## src/rtl/cpu_pkg.sv

```systemverilog
// Shared RV32I core types and constants used by the fetch stage and its bench.
package cpu_pkg;

  localparam int XLEN = 32;
  localparam int ILEN = 32;
  localparam logic [XLEN-1:0] PC_STEP = 32'd4;
  localparam logic [ILEN-1:0] NOP_INSTR = 32'h0000_0013;

  typedef struct packed {
    logic [XLEN-1:0] pc;
    logic [ILEN-1:0] instr;
  } fetch_entry_t;

  typedef enum logic {
    FILL   = 1'b0,
    STREAM = 1'b1
  } fetch_state_e;

  function automatic logic [XLEN-1:0] align_pc(input logic [XLEN-1:0] pc);
    return pc & ~XLEN'(3);
  endfunction

endpackage

```

## src/rtl/fetch_unit_if.sv

```systemverilog
// Fetch stage bundle: instruction-memory port, decode handshake and redirect.
interface fetch_unit_if;
  import cpu_pkg::*;

  logic            imem_req;
  logic [XLEN-1:0] imem_addr;
  logic [ILEN-1:0] imem_rdata;

  logic            out_valid;
  logic            out_ready;
  logic [ILEN-1:0] out_instr;
  logic [XLEN-1:0] out_pc;

  logic            redirect_valid;
  logic [XLEN-1:0] redirect_pc;

  logic            busy;

  modport master (
    output imem_req, imem_addr, out_valid, out_instr, out_pc, busy,
    input  imem_rdata, out_ready, redirect_valid, redirect_pc
  );

  modport slave (
    input  imem_req, imem_addr, out_valid, out_instr, out_pc, busy,
    output imem_rdata, out_ready, redirect_valid, redirect_pc
  );

endinterface

```

## src/rtl/fetch_fifo.sv

```systemverilog
// Circular prefetch buffer of fetch entries; count register separates full from empty.
// Push visible at head the cycle after the write; flush empties it in one cycle.
module fetch_fifo
  import cpu_pkg::*;
#(
  parameter int DEPTH = 2
) (
  input  logic                   clk,
  input  logic                   reset,
  input  logic                   push_i,
  input  fetch_entry_t           push_dat_i,
  input  logic                   pop_i,
  input  logic                   flush_i,
  output logic [$clog2(DEPTH):0] count_o,
  output fetch_entry_t           head_o
);

  localparam int AW = $clog2(DEPTH);
  localparam int CW = AW + 1;

  fetch_entry_t  mem_q [DEPTH];
  logic [AW-1:0] wr_ptr_q, wr_ptr_d;
  logic [AW-1:0] rd_ptr_q, rd_ptr_d;
  logic [CW-1:0] count_q, count_d;

  always_comb begin
    wr_ptr_d = wr_ptr_q;
    rd_ptr_d = rd_ptr_q;
    count_d  = count_q;
    if (flush_i) begin
      wr_ptr_d = '0;
      rd_ptr_d = '0;
      count_d  = '0;
    end else begin
      if (push_i) wr_ptr_d = wr_ptr_q + AW'(1);
      if (pop_i)  rd_ptr_d = rd_ptr_q + AW'(1);
      unique case ({push_i, pop_i})
        2'b10:   count_d = count_q + CW'(1);
        2'b01:   count_d = count_q - CW'(1);
        default: count_d = count_q;
      endcase
    end
  end

  always_ff @(posedge clk) begin
    if (reset) begin
      wr_ptr_q <= '0;
      rd_ptr_q <= '0;
      count_q  <= '0;
    end else begin
      wr_ptr_q <= wr_ptr_d;
      rd_ptr_q <= rd_ptr_d;
      count_q  <= count_d;
    end
  end

  // Payload storage needs no reset: count gates every read of it.
  always_ff @(posedge clk) begin
    if (push_i && !flush_i) mem_q[wr_ptr_q] <= push_dat_i;
  end

  assign count_o = count_q;
  assign head_o  = mem_q[rd_ptr_q];

endmodule

```

## src/rtl/fetch_unit.sv

```systemverilog
// RV32I fetch stage: issues word fetches, queues {pc,instr}, hands them to decode.
// Request-to-out_valid is 2 cycles; issue stalls when queue plus in-flight reaches DEPTH.
module fetch_unit
  import cpu_pkg::*;
#(
  parameter logic [XLEN-1:0] RESET_PC = 32'h0000_0000,
  parameter int              DEPTH    = 2
) (
  input logic          clk,
  input logic          reset,
  fetch_unit_if.master bus
);

  localparam int CW = $clog2(DEPTH) + 1;

  fetch_state_e    state_q, state_d;
  logic [XLEN-1:0] fetch_pc_q, fetch_pc_d;
  logic [XLEN-1:0] issued_pc_q, issued_pc_d;
  logic            inflight_q, inflight_d;

  logic [CW-1:0]   fifo_count;
  logic [CW-1:0]   occupancy;
  logic [CW-1:0]   count_nxt;
  fetch_entry_t    fifo_head;
  fetch_entry_t    push_entry;
  logic            has_entry;
  logic            pop;
  logic            push;
  logic            issue;

  assign has_entry = (fifo_count != '0);
  assign pop       = has_entry & bus.out_ready;

  // Slots already promised to the queue after this cycle's pop; the single
  // in-flight response is counted so a push can never land on a full queue.
  assign occupancy = fifo_count + CW'(inflight_q) - CW'(pop);
  assign issue     = !reset && !bus.redirect_valid && (occupancy < CW'(DEPTH));
  assign push      = inflight_q && !bus.redirect_valid && !reset;

  assign push_entry = '{pc: issued_pc_q, instr: bus.imem_rdata};

  fetch_fifo #(
    .DEPTH (DEPTH)
  ) u_fifo (
    .clk        (clk),
    .reset      (reset),
    .push_i     (push),
    .push_dat_i (push_entry),
    .pop_i      (pop),
    .flush_i    (bus.redirect_valid),
    .count_o    (fifo_count),
    .head_o     (fifo_head)
  );

  always_comb begin
    fetch_pc_d  = fetch_pc_q;
    issued_pc_d = issued_pc_q;
    inflight_d  = issue;
    if (bus.redirect_valid) begin
      fetch_pc_d = align_pc(bus.redirect_pc);
    end else if (issue) begin
      fetch_pc_d  = fetch_pc_q + PC_STEP;
      issued_pc_d = fetch_pc_q;
    end
  end

  always_comb begin
    count_nxt = fifo_count;
    if (push) count_nxt = count_nxt + CW'(1);
    if (pop)  count_nxt = count_nxt - CW'(1);

    state_d = state_q;
    unique case (state_q)
      FILL:    if (count_nxt != '0) state_d = STREAM;
      STREAM:  if (count_nxt == '0) state_d = FILL;
      default: state_d = FILL;
    endcase
    if (bus.redirect_valid) state_d = FILL;
  end

  always_ff @(posedge clk) begin
    if (reset) begin
      state_q     <= FILL;
      fetch_pc_q  <= RESET_PC;
      issued_pc_q <= '0;
      inflight_q  <= 1'b0;
    end else begin
      state_q     <= state_d;
      fetch_pc_q  <= fetch_pc_d;
      issued_pc_q <= issued_pc_d;
      inflight_q  <= inflight_d;
    end
  end

  assign bus.imem_req  = issue;
  assign bus.imem_addr = fetch_pc_q;
  assign bus.out_valid = has_entry;
  assign bus.out_instr = has_entry ? fifo_head.instr : '0;
  assign bus.out_pc    = has_entry ? fifo_head.pc : '0;
  assign bus.busy      = has_entry | inflight_q;

endmodule
```

## src/flat_wrapper.sv

```systemverilog
// flat-port wrapper written by rule: the top's interface ports become plain ports
module fetch_unit_flat import cpu_pkg::*;
#(
  parameter logic [XLEN-1:0] RESET_PC = 32'h0000_0000,
  parameter int              DEPTH    = 2
)
  (clk, reset, bus_imem_req, bus_imem_addr, bus_out_valid, bus_out_instr, bus_out_pc, bus_busy, bus_imem_rdata, bus_out_ready, bus_redirect_valid, bus_redirect_pc);
  fetch_unit_if bus_i ();
  input logic clk;
  input logic reset;
  output wire logic [$bits(bus_i.imem_req)-1:0] bus_imem_req;
  output wire logic [$bits(bus_i.imem_addr)-1:0] bus_imem_addr;
  output wire logic [$bits(bus_i.out_valid)-1:0] bus_out_valid;
  output wire logic [$bits(bus_i.out_instr)-1:0] bus_out_instr;
  output wire logic [$bits(bus_i.out_pc)-1:0] bus_out_pc;
  output wire logic [$bits(bus_i.busy)-1:0] bus_busy;
  input wire logic [$bits(bus_i.imem_rdata)-1:0] bus_imem_rdata;
  input wire logic [$bits(bus_i.out_ready)-1:0] bus_out_ready;
  input wire logic [$bits(bus_i.redirect_valid)-1:0] bus_redirect_valid;
  input wire logic [$bits(bus_i.redirect_pc)-1:0] bus_redirect_pc;
  assign bus_imem_req = bus_i.imem_req;
  assign bus_imem_addr = bus_i.imem_addr;
  assign bus_out_valid = bus_i.out_valid;
  assign bus_out_instr = bus_i.out_instr;
  assign bus_out_pc = bus_i.out_pc;
  assign bus_busy = bus_i.busy;
  assign bus_i.imem_rdata = bus_imem_rdata;
  assign bus_i.out_ready = bus_out_ready;
  assign bus_i.redirect_valid = bus_redirect_valid;
  assign bus_i.redirect_pc = bus_redirect_pc;
  fetch_unit #(.RESET_PC(RESET_PC), .DEPTH(DEPTH)) u_core (.clk(clk), .reset(reset), .bus(bus_i));
endmodule
```

## config.mk

```make
export PLATFORM = sky130hd
export DESIGN_NAME = fetch_unit_flat
export DESIGN_NICKNAME = d
export VERILOG_FILES = /design/src/rtl/cpu_pkg.sv /design/src/rtl/fetch_unit_if.sv /design/src/rtl/fetch_fifo.sv /design/src/rtl/fetch_unit.sv /design/src/flat_wrapper.sv
export SDC_FILE = /design/constraint.sdc
export NUM_CORES = 1
export LEC_CHECK = 0
export BUFFER_PORTS_ARGS = -buffer_cell sky130_fd_sc_hd__clkbuf_2
export CORE_ASPECT_RATIO = 0.8
export CORE_MARGIN = 1.5
export CORE_UTILIZATION = 40
export DETAILED_ROUTE_END_ITERATION = 16
export PLACE_DENSITY = 0.73
export SYNTH_ARGS = -nofsm -noshare
export SYNTH_HDL_FRONTEND = slang
export SYNTH_SLANG_ARGS = --single-unit
```

## constraint.sdc

```tcl
create_clock -name clk -period 4.9 [get_ports clk]
set_input_delay 0.735 -clock clk [delete_from_list [all_inputs] [get_ports clk]]
set_output_delay 0.735 -clock clk [all_outputs]
set_load 0.1 [all_outputs]
```

After elaboration in Yosys (flattened, before gate mapping):

Memories as Yosys holds them, arrays and structs flattened. A register that Yosys moved wholly into a read port is not among the register bits.
Cells that the tools add are included.

* register bits after elaboration: 69
* output and inout port bits: 99
* bits in writable memories: 128
* word-level logic and storage cells: 42
* memories kept: 1
* bits of input ports: 68

Memories
* u_core.u_fifo.mem_q: depth 2, width 64, rd ports 1, clocked after memory_dff 1, wr ports 1, RTL line fetch_fifo.sv:21 `fetch_entry_t mem_q [DEPTH];`

* $add $sub $neg: 7
* reduce and logical (&&, ||, !) cells: 12
* magnitude comparators: 1
* muxes and demuxes: 9
* bitwise logic cells: 3
* eq/ne operators: 2

Operator list (count)
* $mux W32: 4
* $add A32 B3 Y32 const B: 1
* $reduce_bool A2 Y1: 3
* $logic_and A1 B1 Y1: 5
* $mux W1: 4
* $pmux W2 S2: 1
* $add A1 B1 Y1 const B: 2
* $add A2 B1 Y2: 1
* $add A2 B1 Y2 const B: 1
* $eq A2 B1 Y1 const B: 1
* $eq A2 B2 Y1 const B: 1
* $logic_not A1 Y1: 2
* $lt A2 B2 Y1 const B: 1
* $reduce_and A2 Y1: 1
* $reduce_or A2 Y1: 1
* $sub A2 B1 Y2: 1
* $sub A2 B1 Y2 const B: 1
* $and A1 B1 Y1: 1
* $not A1 Y1: 1
* $or A1 B1 Y1: 1

Logic depth before layout (Yosys ltp):

Gate-level depths: netlist (run 1).

* depth in word-level cells: 7
* mapped depth: 10
* depth with buffers taken out: 8

Cells and area by module:

Synthesis (run 1) repeated with hierarchy kept, for this count alone.

* cell total of the unflattened synthesis: 651
* area total of the unflattened synthesis: 8080.2 um^2

By module, submodules not included
* fetch_fifo: times used 1, sequential area each 3943.8 um^2, cells an instance 219, area an instance 4802.1 um^2
* fetch_unit: times used 1, sequential area each 1221.2 um^2, cells an instance 432, area an instance 3278.1 um^2

Least setup slack after synthesis (run 1):

Ideal clock, no wire load.

* kind: input port to flip-flop
* start point: input port bus_redirect_valid
* end point: memory u_core.u_fifo.mem_q[0][0] (netlist bit) (enable)
* data required time: 4.418 ns
* cell stages on the path: 6
* setup slack: -0.002 ns
* path buffers: 3
* data arrival time: 4.419 ns
* library setup time: 0.482 ns
* cell sequence: clkbuf_1 nor2_1 clkbuf_1 clkbuf_1 nand2_1 nor2_1

* cells in the longest elaborated chain, start to end: 6

Ends and longest elaborated chain
* from (decl): RTL line flat_wrapper.sv:19 `input wire logic [$bits(bus_i.redirect_valid)-1:0] bus_redirect_valid;`
* $logic_not A1 Y1 *: RTL line fetch_fifo.sv:59, fetch_unit.sv:38
* $logic_and A1 B1 Y1 (2 in a row): RTL line fetch_unit.sv:38 `assign push = inflight_q && !bus.redirect_valid && !reset;`
* $logic_and A1 B1 Y1 *: RTL line fetch_fifo.sv:59 `if (push_i && !flush_i) mem_q[wr_ptr_q] <= push_dat_i;`
* $mux W1 *: RTL line fetch_fifo.sv:59
* $mux W1 (not written as such) *: RTL line fetch_fifo.sv:59
* to (decl): RTL line fetch_fifo.sv:21

Mark *: on every way between the ends. The rest lies on a longest branch, timed or not.

Final worst setup path (run 1):

* start point: register u_core.u_fifo.count_q[0] (netlist: u_core.u_fifo.count_o[0])
* end point: output port bus_imem_req

* cells in the longest elaborated chain, start to end: 5
* elaborated cells on any way between the ends: 6
* those cells by class: add/sub (2); order compare (1); bitwise (1); reduce/logical (2)

Ends and longest elaborated chain
* from (decl): RTL line fetch_fifo.sv:24 `logic [CW-1:0] count_q, count_d;`
* from (signal assigned): RTL line fetch_fifo.sv:53 `count_q <= count_d;`
* $reduce_bool A2 Y1: RTL line fetch_unit.sv:31 `assign has_entry = (fifo_count != '0);`
* $and A1 B1 Y1: RTL line fetch_unit.sv:32 `assign pop = has_entry & bus.out_ready;`
* named net u_core.pop: RTL line fetch_unit.sv:27 `logic pop;`
* $sub A2 B1 Y2: RTL line fetch_unit.sv:36 `assign occupancy = fifo_count + CW'(inflight_q) - CW'(pop);`
* $lt A2 B2 Y1: RTL line fetch_unit.sv:37 `assign issue = !reset && !bus.redirect_valid && (occupancy < CW'(DEPTH));`
* $logic_and A1 B1 Y1: RTL line fetch_unit.sv:37
* to (decl): RTL line flat_wrapper.sv:11 `output wire logic [$bits(bus_i.imem_req)-1:0] bus_imem_req;`

The timed path passes the listed nets, and every way through them passes these cells.

==> reports/results.txt, run 1 <==
Startpoint Class: flip-flop
# diodes: 0
Final Setup Violations: 0
Pwr dens: 359.0 nW/µm²
Worst-path clk slew: 0.07 ns
Distinct cells, synth: 57
Share of cells above drive strength 1: 25.32%
Synth top area cells: edfxtp_1 46%, dfxtp_1 16%, mux2i_1 7.6%
Total congestion overflow: 0
Die ar.: 21300 µm²
Total GRT Usage: 17.99%
Count leader, synth: edfxtp_1
GP Congestion: 0.8832
Final setup margin: 1.410 ns
Post-DP Area: 9154 µm²
Layout Cell Area excl Fill: 9754 µm²
CP Capture Type: output port
Final WL: 19270 µm
I/O Pins: 167
YS warnings: 0
Core Rows: 46
Max Cap Violations: 0
CTS tree: built
Final #Nets: 911
Clock Path Buffers: 2
Vias: 6197
RSZ-0062 raised after global routing: no
Min-Delay Path Class: reg2reg
Clock Skews: 0.007709 ns
Critical path fanouts, max: 4
FFs w/ async S/R, synth: 0%
DP HPWL: 12550 µm
Yosys reg bits: 190
Tcrit/Tclk final: 71.22%
Worst skew pair latency: 0.43 ns
TritonCTS Buffers: 17
Largest net degree at the start of global routing: 66
Maximum VDD drop: 251.1 µV
Vias in the first global route: 5585
Initial Util: 41.03%
Share of Yosys cell area claimed by the top area cell type: 45.57%
Root cell of the clock tree: clkbuf_16
Worst EP required: 4.16 ns
Cell taking the most area after synthesis: edfxtp_1
ANT nets after route: 0
Setup TNS: 0 ns
EDFF count, synth: 124
Post-synthesis sequential area ratio: 61.74%
Crit-path slowest cell: xor2_1
Max Fclk: 286.6 MHz
First-pass GRT wire length: 29490 µm
Postcts setup bufs: 0
Core area: 19910 µm²
LEAKAGE: 3.473 nW
Starting DRT DRC Count: 523
Fin. Hold Viols: 0
Worst-Margin Slew: 1.116 ns
DR WL/cell: 17.25 µm
Final core occ: 48.98%
Final min period: 3.490 ns
Final Total Pwr: 3.502 mW
# clock sinks: 190
CP cell instances: nor2_4 > inv_1 > and2_1 > ha_1 > xor2_1 > xor2_4 > nor2_1 > clkbuf_2
Iteration count of the initial detailed-routing pass: 7
H-tree lvl count: 4
Post-CTS sizing: 0
Crit path kind: reg2out
Antenna violations before repair: 0
Die span in x: 162.8 µm
Synth Instances: 709
# hold bufs at CTS: 0
Cell Area, Synth: 8172 µm²
Prevailing post-synth register cell: edfxtp_1
Synth top cells by count: 124 x edfxtp_1, 84 x nor2_1, 66 x dfxtp_1
Vias per std cell: 5.548
Post-Syn Area per Cell: 11.53 µm²
Final Slew Violations: 0
Run status: finished clean
Place WS: 1.617 ns
CP max stage delay: 0.55 ns
Buffers on Ports: 160
Die height: 130.8 µm
Critical Path AT: 2.75 ns
Rel. slew slack: 25.58%
Drt drc: 0
Area growth syn-to-layout: 19.37%
==> through the flow <==
stage,std cells,hold slack [ns]
4_1_cts,1117,0.4484
6_report,1117,0.4498
2_1_floorplan,712,0.4192
3_5_place_dp,1085,0.4336
3_3_place_gp,1085,0.4290
5_1_grt,1117,0.4516
==> cells by family (layout without fill, tap and decap cells) <==
kind of cell,after synthesis,after routing,share of synthesized area (%)
AOI/OAI and AO/OA,136,136,10.81
xor gates and xnor gates,8,8,0.8575
adders and majority gates,3,3,0.4594
buffers and inverters,78,219,4.257
DFF,190,190,61.74
muxes,62,62,7.595
other,1,4,0.04589
and+or+nand+nor,231,231,14.24
==> worst max-delay path, delay by kind of cell (launching register included) <==
| family | cells | cell delay, ns |
|---|---|---|
| XOR/XNOR | 2 | 0.70 |
| adder cells (fa/ha/maj) | 1 | 0.22 |
| buffers and inverters | 2 | 0.54 |
| flip-flops | 1 | 0.37 |
| AND/OR/NAND/NOR | 3 | 0.51 |
==> final timing paths <==
| path | start | endpoint | slack [ns] | cells past startpoint |
|---|---|---|---|---|
| setup / recovery | u_core.u_fifo.count_o[0]$_SDFFE_PP0P_ | bus_imem_req | 1.41 | 8 |
| hold / removal | u_core.issued_pc_q[12]$_SDFFE_PP0P_ | u_core.u_fifo.mem_q[1][44]$_DFFE_PP_ | 0.45 | 0 |
| setup reg to reg | u_core.u_fifo.count_o[0]$_SDFFE_PP0P_ | u_core.bus.imem_addr[2]$_SDFFE_PP0P_ | 1.95 | 9 |
| hold reg to reg | u_core.issued_pc_q[12]$_SDFFE_PP0P_ | u_core.u_fifo.mem_q[1][44]$_DFFE_PP_ | 0.45 | 0 |
==> registers in the layout, summed over array words and instances, names as in the netlist, named ones only <==
name and flops:
u_core.bus.imem_addr 30, u_core.inflight_q 1, u_core.issued_pc_q 30, u_core.u_fifo.count_o 2
u_core.u_fifo.mem_q 124, u_core.u_fifo.rd_ptr_q 1, u_core.u_fifo.wr_ptr_q 1
==> routing by layer <==
layer / share of wire [%] / vias up / GRT usage [%] / wire length [µm]
li1: - / 2931 / - / -
met1: 44 / 3010 / 24.36 / 8559
met2: 47 / 234 / 28.81 / 9074
met3: 7.4 / 22 / 4.640 / 1419
met4: 1.1 / 0 / 4.857 / 214
met5: 0 / - / 0 / 0
==> layout by cell type, fill, tap and decap left out, types with 3 or more instances in the layout <==
| master | count |
|---|---|
| o21ai_0 | 37 |
| o31ai_1 | 6 |
| o311ai_0 | 3 |
| a21oi_1 | 36 |
| o2111ai_1 | 7 |
| a221oi_1 | 3 |
| and4_1 | 3 |
| nand4_1 | 16 |
| nor4_1 | 10 |
| inv_6 | 6 |
| conb_1 | 4 |
| a31oi_1 | 11 |
| clkbuf_2 | 160 |
| edfxtp_1 | 124 |
| and2_1 | 7 |
| buf_4 | 10 |
| nor3_1 | 9 |
| nand3_1 | 38 |
| o221ai_1 | 6 |
| or4_1 | 11 |
| xnor2_1 | 4 |
| nand2_1 | 30 |
| clkbuf_16 | 17 |
| a311oi_1 | 7 |
| dfxtp_1 | 65 |
| or3_1 | 4 |
| inv_1 | 16 |
| o31a_1 | 6 |
| clkinv_4 | 3 |
| nor2_1 | 81 |
| mux2i_1 | 62 |
| ha_1 | 3 |
| and3_1 | 4 |
==> area by class of cell <==
class                   instances  area, µm²
multi-input cells             444       2835
well taps                     264      330.3
clock inverters                15      175.2
inverters                      17      63.81
fillers                      1856      10160
flip-flops and latches        190       5049
clock buffers                  17      425.4
repair buffers                170      875.8
==> power by group <==
group	switching, mW	total [mW]	internal (mW)	leakage, nW
Clock	0.622	1.39	0.769	0.292
Sequential	0.0462	1.78	1.73	1.73
Combinational	0.263	0.332	0.0688	1.45
Total	0.931	3.50	2.57	3.47
Note: power is estimated with default switching activity, not from simulation.
==> run 2, diff against run 1 <==
--- a/config.mk
+++ b/config.mk
@@ -10,7 +10,7 @@
 export CORE_MARGIN = 1.5
 export CORE_UTILIZATION = 40
 export DETAILED_ROUTE_END_ITERATION = 16
-export PLACE_DENSITY = 0.73
+export PLACE_DENSITY = 0.7
 export SYNTH_ARGS = -nofsm -noshare
 export SYNTH_HDL_FRONTEND = slang
 export SYNTH_SLANG_ARGS = --single-unit
==> constraint.sdc (replaced) <==
create_clock -name clk -period 3.46 [get_ports clk]
set_input_delay 0.519 -clock clk [delete_from_list [all_inputs] [get_ports clk]]
set_output_delay 0.519 -clock clk [all_outputs]
set_load 0.1 [all_outputs]
==> run 2 against run 1 <==
Net effect:
- final area rose by 0.77%
- total power rose by 40%
- wire length fell by 0.77%
- setup slack got worse by 1.0 ns
- combinational power rose by 43%
- die area did not move
- sequential power rose by 42%
- first-iteration DRC count fell by 21%
- worst hold slack got worse by 0.17 ns
- clock power rose by 37%
- register-to-register slack got worse by 1.3 ns
- count of clock-buffer cells in the layout rose by 3
==> reports/results.txt, run 2 (same netlist as run 1, synthesis figures left out) <==
Run status: finished clean
Core area: 19910 µm² (unchanged)
Comb power frac: 9.7% (+0.2 points)
CP Capture Type: output port
Place WS: 0.6381 ns (-0.9789 ns)
Hold slack: 0.2818 ns (-0.1680 ns)
CP cell instances: nor2_4 > clkinvlp_4 > and2_4 > ha_1 > xor2_1 > xor2_4 > nor2_4 > buf_12
Seq pwr share: 51.4% (+0.6 points)
Critical path fanouts, max: 5 (+1)
Root cell of the clock tree: clkbuf_16
Buffers on Ports: 160 (unchanged)
Worst EP required: 2.94 ns (-1.22 ns)
Worst Setup SP: u_core.u_fifo.count_o[0]$_SDFFE_PP0P_
Die ar.: 21300 µm² (unchanged)
Vias in the first global route: 5679 (+1.7%)
Clock Path Buffers: 2 (unchanged)
Worst reg2reg startpoint: u_core.u_fifo.count_o[0]$_SDFFE_PP0P_
LEAKAGE: 3.490 nW (+0.51%)
Final core occ: 49.36% (+0.38 points)
Crit path kind: reg2out
Net Switching: 1.307 mW (+40%)
Postcts setup bufs: 0 (unchanged)
Initial Util: 41.03% (unchanged)
Crit-path slowest cell: xor2_1
Iteration count of the initial detailed-routing pass: 5 (-2)
CP max stage delay: 0.54 ns (about the same)
Largest net degree at the start of global routing: 67 (+1.5%)
DR WL/cell: 17.07 µm (-1.0%)
Vias per std cell: 5.462 (-1.6%)
Maximum VDD drop: 321.8 µV (+28%)
First-pass GRT wire length: 29990 µm (+1.7%)
Most frequent cells in the layout: 159 x clkbuf_2, 124 x edfxtp_1, 80 x nor2_1
Total GRT Usage: 18.19% (+0.20 points)
Area growth syn-to-layout: 20.29%
I/O Pins: 167 (unchanged)
Die height: 130.8 µm (unchanged)
Min-Delay Path Class: in2reg
Cell Int Power: 3.592 mW (+40%)
# clock sinks: 190 (unchanged)
Setup TNS: 0 ns (unchanged)
Rel. slew slack: 44.06% (+18 points)
Drt drc: 0 (unchanged)
Pwr dens: 498.4 nW/µm² (+39%)
Clock Skews: 0.007529 ns (-0.0001801 ns)
Post-CTS sizing: 0 (unchanged)
CP delay by family, top: XOR/XNOR gates
Worst-Margin Slew: 0.8327 ns (-0.2836 ns)
CTS tree: built
Max Cap Violations: 0 (unchanged)
Max Fclk: 327.4 MHz
Die span in x: 162.8 µm (unchanged)
TritonCTS Buffers: 17 (unchanged)
CP most frequent cell: nor2_4
Sw Ratio: 26.68% (+0.081 points)
Starting DRT DRC Count: 414 (-21%)
Worst-path clk slew: 0.07 ns (about the same)
Vias: 6117 (-1.3%)
Share of cells above drive strength 1: 25.82% (+0.50 points)
Top reg by flops: u_core.u_fifo.mem_q
Non-Filler Instances: 1120 (+0.27%)
HP Start: bus_imem_rdata[16]
Total congestion overflow: 0 (unchanged)
Fin. Hold Viols: 0 (unchanged)
GP Congestion: 0.9105 (+3.1%)
Final Setup Violations: 0 (unchanged)
Critical Path AT: 2.54 ns (-0.21 ns)
# diodes: 0 (unchanged)
DP HPWL: 12560 µm (+0.14%)
Final Total Pwr: 4.899 mW (+40%)
Final #Nets: 914 (+0.33%)
ANT nets after route: 0 (unchanged)
Final min period: 3.054 ns
Core Rows: 46 (unchanged)
Post-DP Area: 9255 µm² (+1.1%)
# hold bufs at CTS: 0 (unchanged)
DP Cell Count: 1088 (+0.28%)
Commonest non-fill, non-tap cell in the layout: clkbuf_2
H-tree lvl count: 4 (unchanged)
Clock share of power: 38.9% (-0.8 points)
Worst Path Buf+Inv: 2 (unchanged)
Layout Cell Area excl Fill: 9829 µm² (+0.77%)
Startpoint Class: flip-flop
Number of flip-flops in the largest register: 124 (unchanged)
Worst skew pair latency: 0.43 ns (about the same)
Final setup margin: 0.4059 ns (-1.004 ns)
Tcrit/Tclk final: 88.27%
RSZ-0062 raised after global routing: no
Final Slew Violations: 0 (unchanged)
Final WL: 19120 µm (-0.77%)
Antenna violations before repair: 0 (unchanged)
[run 2: final timing paths]
path                                           end  slack, ns  cells past startpoint
min           u_core.u_fifo.mem_q[0][16]$_DFFE_PP_       0.28                      1
max reg2reg  u_core.bus.imem_addr[23]$_SDFFE_PP0P_       0.62                      9
max                                   bus_imem_req       0.41                      8
min reg2reg   u_core.u_fifo.mem_q[1][49]$_DFFE_PP_       0.44                      0
[run 2: metal layers]
metal | track usage, % | share of wire [%] | routed length, µm
met1 | 24.90 | 45 | 8674
met2 | 28.59 | 47 | 8899
met3 | 4.230 | 7.1 | 1348
met4 | 6.098 | 1.0 | 197
met5 | 0 | 0 | 0
[run 2: layout make-up]
type / instances / area [µm²]
fillers: 1861 / 10080
flip-flops and latches: 190 / 5049
multi-input cells: 444 / 2845
repair buffers: 173 / 963.4
clock buffers: 20 / 446.7
well taps: 264 / 330.3
clock inverters: 12 / 127.6
inverters: 17 / 67.56
[run 2: worst reg2reg max path: cells and delay by family (launching register included)]
family,cells,cell delay (ns)
fa+ha+maj,1,0.20
simple gates,3,0.85
flops,1,0.37
xor+xnor,2,0.75
compound gates,1,0.25
buf+inv,2,0.33
[run 2: power by group through the flow]
| stage | logic, mW | registers [mW] | clock network (mW) |
|---|---|---|---|
| floorplan | 0.220 | 2.70 | 0 |
| global placement | 0.472 | 2.56 | 0 |
| detailed placement | 0.477 | 2.57 | 0 |
| CTS | 0.478 | 2.52 | 1.96 |
| global route | 0.505 | 2.52 | 2.05 |
| finish | 0.476 | 2.52 | 1.91 |
==> run 3, diff against run 2 <==
--- a/config.mk
+++ b/config.mk
@@ -8,9 +8,9 @@
 export BUFFER_PORTS_ARGS = -buffer_cell sky130_fd_sc_hd__clkbuf_2
 export CORE_ASPECT_RATIO = 0.8
 export CORE_MARGIN = 1.5
-export CORE_UTILIZATION = 40
+export CORE_UTILIZATION = 30
 export DETAILED_ROUTE_END_ITERATION = 16
-export PLACE_DENSITY = 0.7
+export PLACE_DENSITY = 0.58
 export SYNTH_ARGS = -nofsm -noshare
 export SYNTH_HDL_FRONTEND = slang
 export SYNTH_SLANG_ARGS = --single-unit
==> run 3 against run 2 <==
Net effect:
- final area up 1.3%
- largest cell class unchanged
- combinational power grew 2%
- largest power group unchanged
- die area up 33%
- utilization shrank 12 points
- fmax grew 0.59%
==> reports/results.txt, run 3 (same netlist as run 1, synthesis figures left out) <==
Share of cells above drive strength 1: 26.57% (+0.75 points)
CP Capture Type: output port
Critical Path AT: 2.52 ns (-0.02 ns)
Hold Path Depth: 1 (unchanged)
TritonCTS Buffers: 17 (unchanged)
Top reg by flops: u_core.u_fifo.mem_q
Postcts setup bufs: 0 (unchanged)
Critical path fanouts, max: 4 (-1)
# hold bufs at CTS: 0 (unchanged)
Die span in x: 187.5 µm (+15%)
Critical Path Stages: 8 (unchanged)
Final Slew Violations: 0 (unchanged)
Commonest non-fill, non-tap cell in the layout: clkbuf_2
DR WL/cell: 17.46 µm (+2.3%)
Core area: 26530 µm² (+33%)
Initial Util: 30.81% (-10 points)
Root cell of the clock tree: clkbuf_16
CP cell instances: nor2_4 > clkinvlp_4 > and2_4 > ha_1 > nor2b_1 > xor2_4 > nor2_4 > buf_12
Worst reg2reg startpoint: u_core.u_fifo.count_o[0]$_SDFFE_PP0P_
Iteration count of the initial detailed-routing pass: 5 (unchanged)
Clock Path Buffers: 2 (unchanged)
Maximum VDD drop: 309.4 µV (-3.9%)
Hold endpoint: u_core.u_fifo.mem_q[0][21]$_DFFE_PP_
Worst EP required: 2.94 ns (about the same)
Final Total Pwr: 4.901 mW (about the same)
R2R setup slack: 0.63 ns (about the same)
Final min period: 3.036 ns (-0.01796 ns)
Max Fclk: 329.4 MHz (+0.59%)
Crit-path slowest cell: nor2b_1
Core Rows: 53 (+15%)
Rel. slew slack: 51.66% (+7.6 points)
CTS tree: built
Tcrit/Tclk final: 87.75% (-0.52 points)
Startpoint Class: flip-flop
CP max stage delay: 0.47 ns (-0.07 ns)
Final #Nets: 920 (+0.66%)
Final Setup Violations: 0 (unchanged)
Worst skew pair latency: 0.43 ns (about the same)
Starting DRT DRC Count: 363 (-12%)
Vias per std cell: 5.125 (-6.2%)
Fin. Hold Viols: 0 (unchanged)
Min-Delay Path Class: in2reg
Final WL: 21280 µm (+11%)
Total congestion overflow: 0 (unchanged)
Pwr dens: 492.4 nW/µm² (-1.2%)
GP Congestion: 0.8354 (-8.2%)
CP delay by family, top: simple AND/OR/NAND/NOR gates
Clock Skews: 0.01569 ns (+0.008163 ns)
Setup TNS: 0 ns (unchanged)
R2R Path End: u_core.bus.imem_addr[19]$_SDFFE_PP0P_
Largest net degree at the start of global routing: 64 (-4.5%)
Vias: 6247 (+2.1%)
Worst-Margin Slew: 0.7250 ns (-0.1077 ns)
Buffers on Ports: 160 (unchanged)
Vias in the first global route: 5911 (+4.1%)
Max Cap Violations: 0 (unchanged)
Most frequent cells in the layout: 159 x clkbuf_2, 124 x edfxtp_1, 80 x nor2_1
Worst Path Buf+Inv: 2 (unchanged)
RSZ-0062 raised after global routing: no
Run status: finished clean
H-tree lvl count: 4 (unchanged)
CP most frequent cell: nor2_4
# diodes: 0 (unchanged)
Worst-path clk slew: 0.07 ns (about the same)
Crit path kind: reg2out
Drt drc: 0 (unchanged)
Total GRT Usage: 15.29% (-2.9 points)
Post-CTS sizing: 0 (unchanged)
HP Start: bus_imem_rdata[21]
LEAKAGE: 3.518 nW (+0.79%)
Die height: 150.6 µm (+15%)
Area growth syn-to-layout: 21.82%
ANT nets after route: 0 (unchanged)
I/O Pins: 167 (unchanged)
First-pass GRT wire length: 33340 µm (+11%)
FF-to-FF path depth: 9 (unchanged)
Antenna violations before repair: 1 (+1)
DP HPWL: 14300 µm (+14%)
# clock sinks: 190 (unchanged)
Die ar.: 28240 µm² (+33%)
Number of flip-flops in the largest register: 124 (unchanged)
run 3: cell count changes in the layout (fill, tap and decap cells not counted):
cell,delta
clkbuf_8,-1
inv_8,-2
clkinvlp_4,-1
buf_12,-3
clkinv_4,+1
inv_6,+1
bufinv_16,-1
clkinv_2,+3
buf_4,+9
clkbuf_1,-2
clkbuf_16,+2
run 3: how the worst max path moves through the flow:
stage / to / from
floorplan: bus_imem_req / u_core.u_fifo.count_o[0]$_SDFFE_PP0P_
global placement: u_core.bus.imem_addr[19]$_SDFFE_PP0P_ / u_core.u_fifo.count_o[0]$_SDFFE_PP0P_
detailed placement: u_core.bus.imem_addr[19]$_SDFFE_PP0P_ / u_core.u_fifo.count_o[0]$_SDFFE_PP0P_
CTS: bus_imem_req / u_core.u_fifo.count_o[0]$_SDFFE_PP0P_
global route: bus_imem_req / u_core.u_fifo.count_o[0]$_SDFFE_PP0P_
finish: bus_imem_req / u_core.u_fifo.count_o[0]$_SDFFE_PP0P_
run 3: worst reg2reg max path, stage by stage (launching register included):
cell and delay, ns:
dfxtp_1 0.37, nor2_4 0.16, clkinvlp_4 0.09, and2_4 0.17
ha_1 0.28, nor2b_1 0.47, xor2_4 0.16, buf_4 0.26
or4_1 0.53, a311oi_1 0.26
run 3: routing by layer:
| layer | vias up | GRT usage, % | share of wire (%) |
|---|---|---|---|
| met5 | - | 0 | 0.061 |
| li1 | 2953 | - | - |
| met4 | 2 | 4.000 | 1.2 |
| met1 | 3060 | 20.80 | 47 |
| met2 | 211 | 24.19 | 45 |
| met3 | 21 | 4.009 | 6.4 |
run 3: area by class of cell:
class                      instances  area (µm²)
tap                              357       446.7
multi-input combinational        444        2845
clock buffer                      19       475.5
fill                            2644       16570
timing repair buffer             179       970.9
clock inverter                    13       100.1
inverter                          17       67.56
sequential                       190        5049
run 3: power breakdown:
group / switching, mW / internal [mW] / leakage, nW
Combinational: 0.381 / 0.103 / 1.50
Clock: 0.878 / 1.02 / 0.291
Sequential: 0.0657 / 2.45 / 1.73
run 3: metrics by stage:
step                      setup slack [ns]  util, %  area, µm²  hold WS [ns]  instances
final                               0.4238    37.53       9955        0.2788       1219
after detailed placement            0.6230    35.36       9379        0.4358       1187
after global routing                0.2738    37.53       9955        0.2529       1219
after global placement              0.6606    35.36       9379        0.4264       1187
after CTS                           0.3664    37.53       9955        0.2476       1219
after floorplan                    0.07873        -       8212        0.4192        712
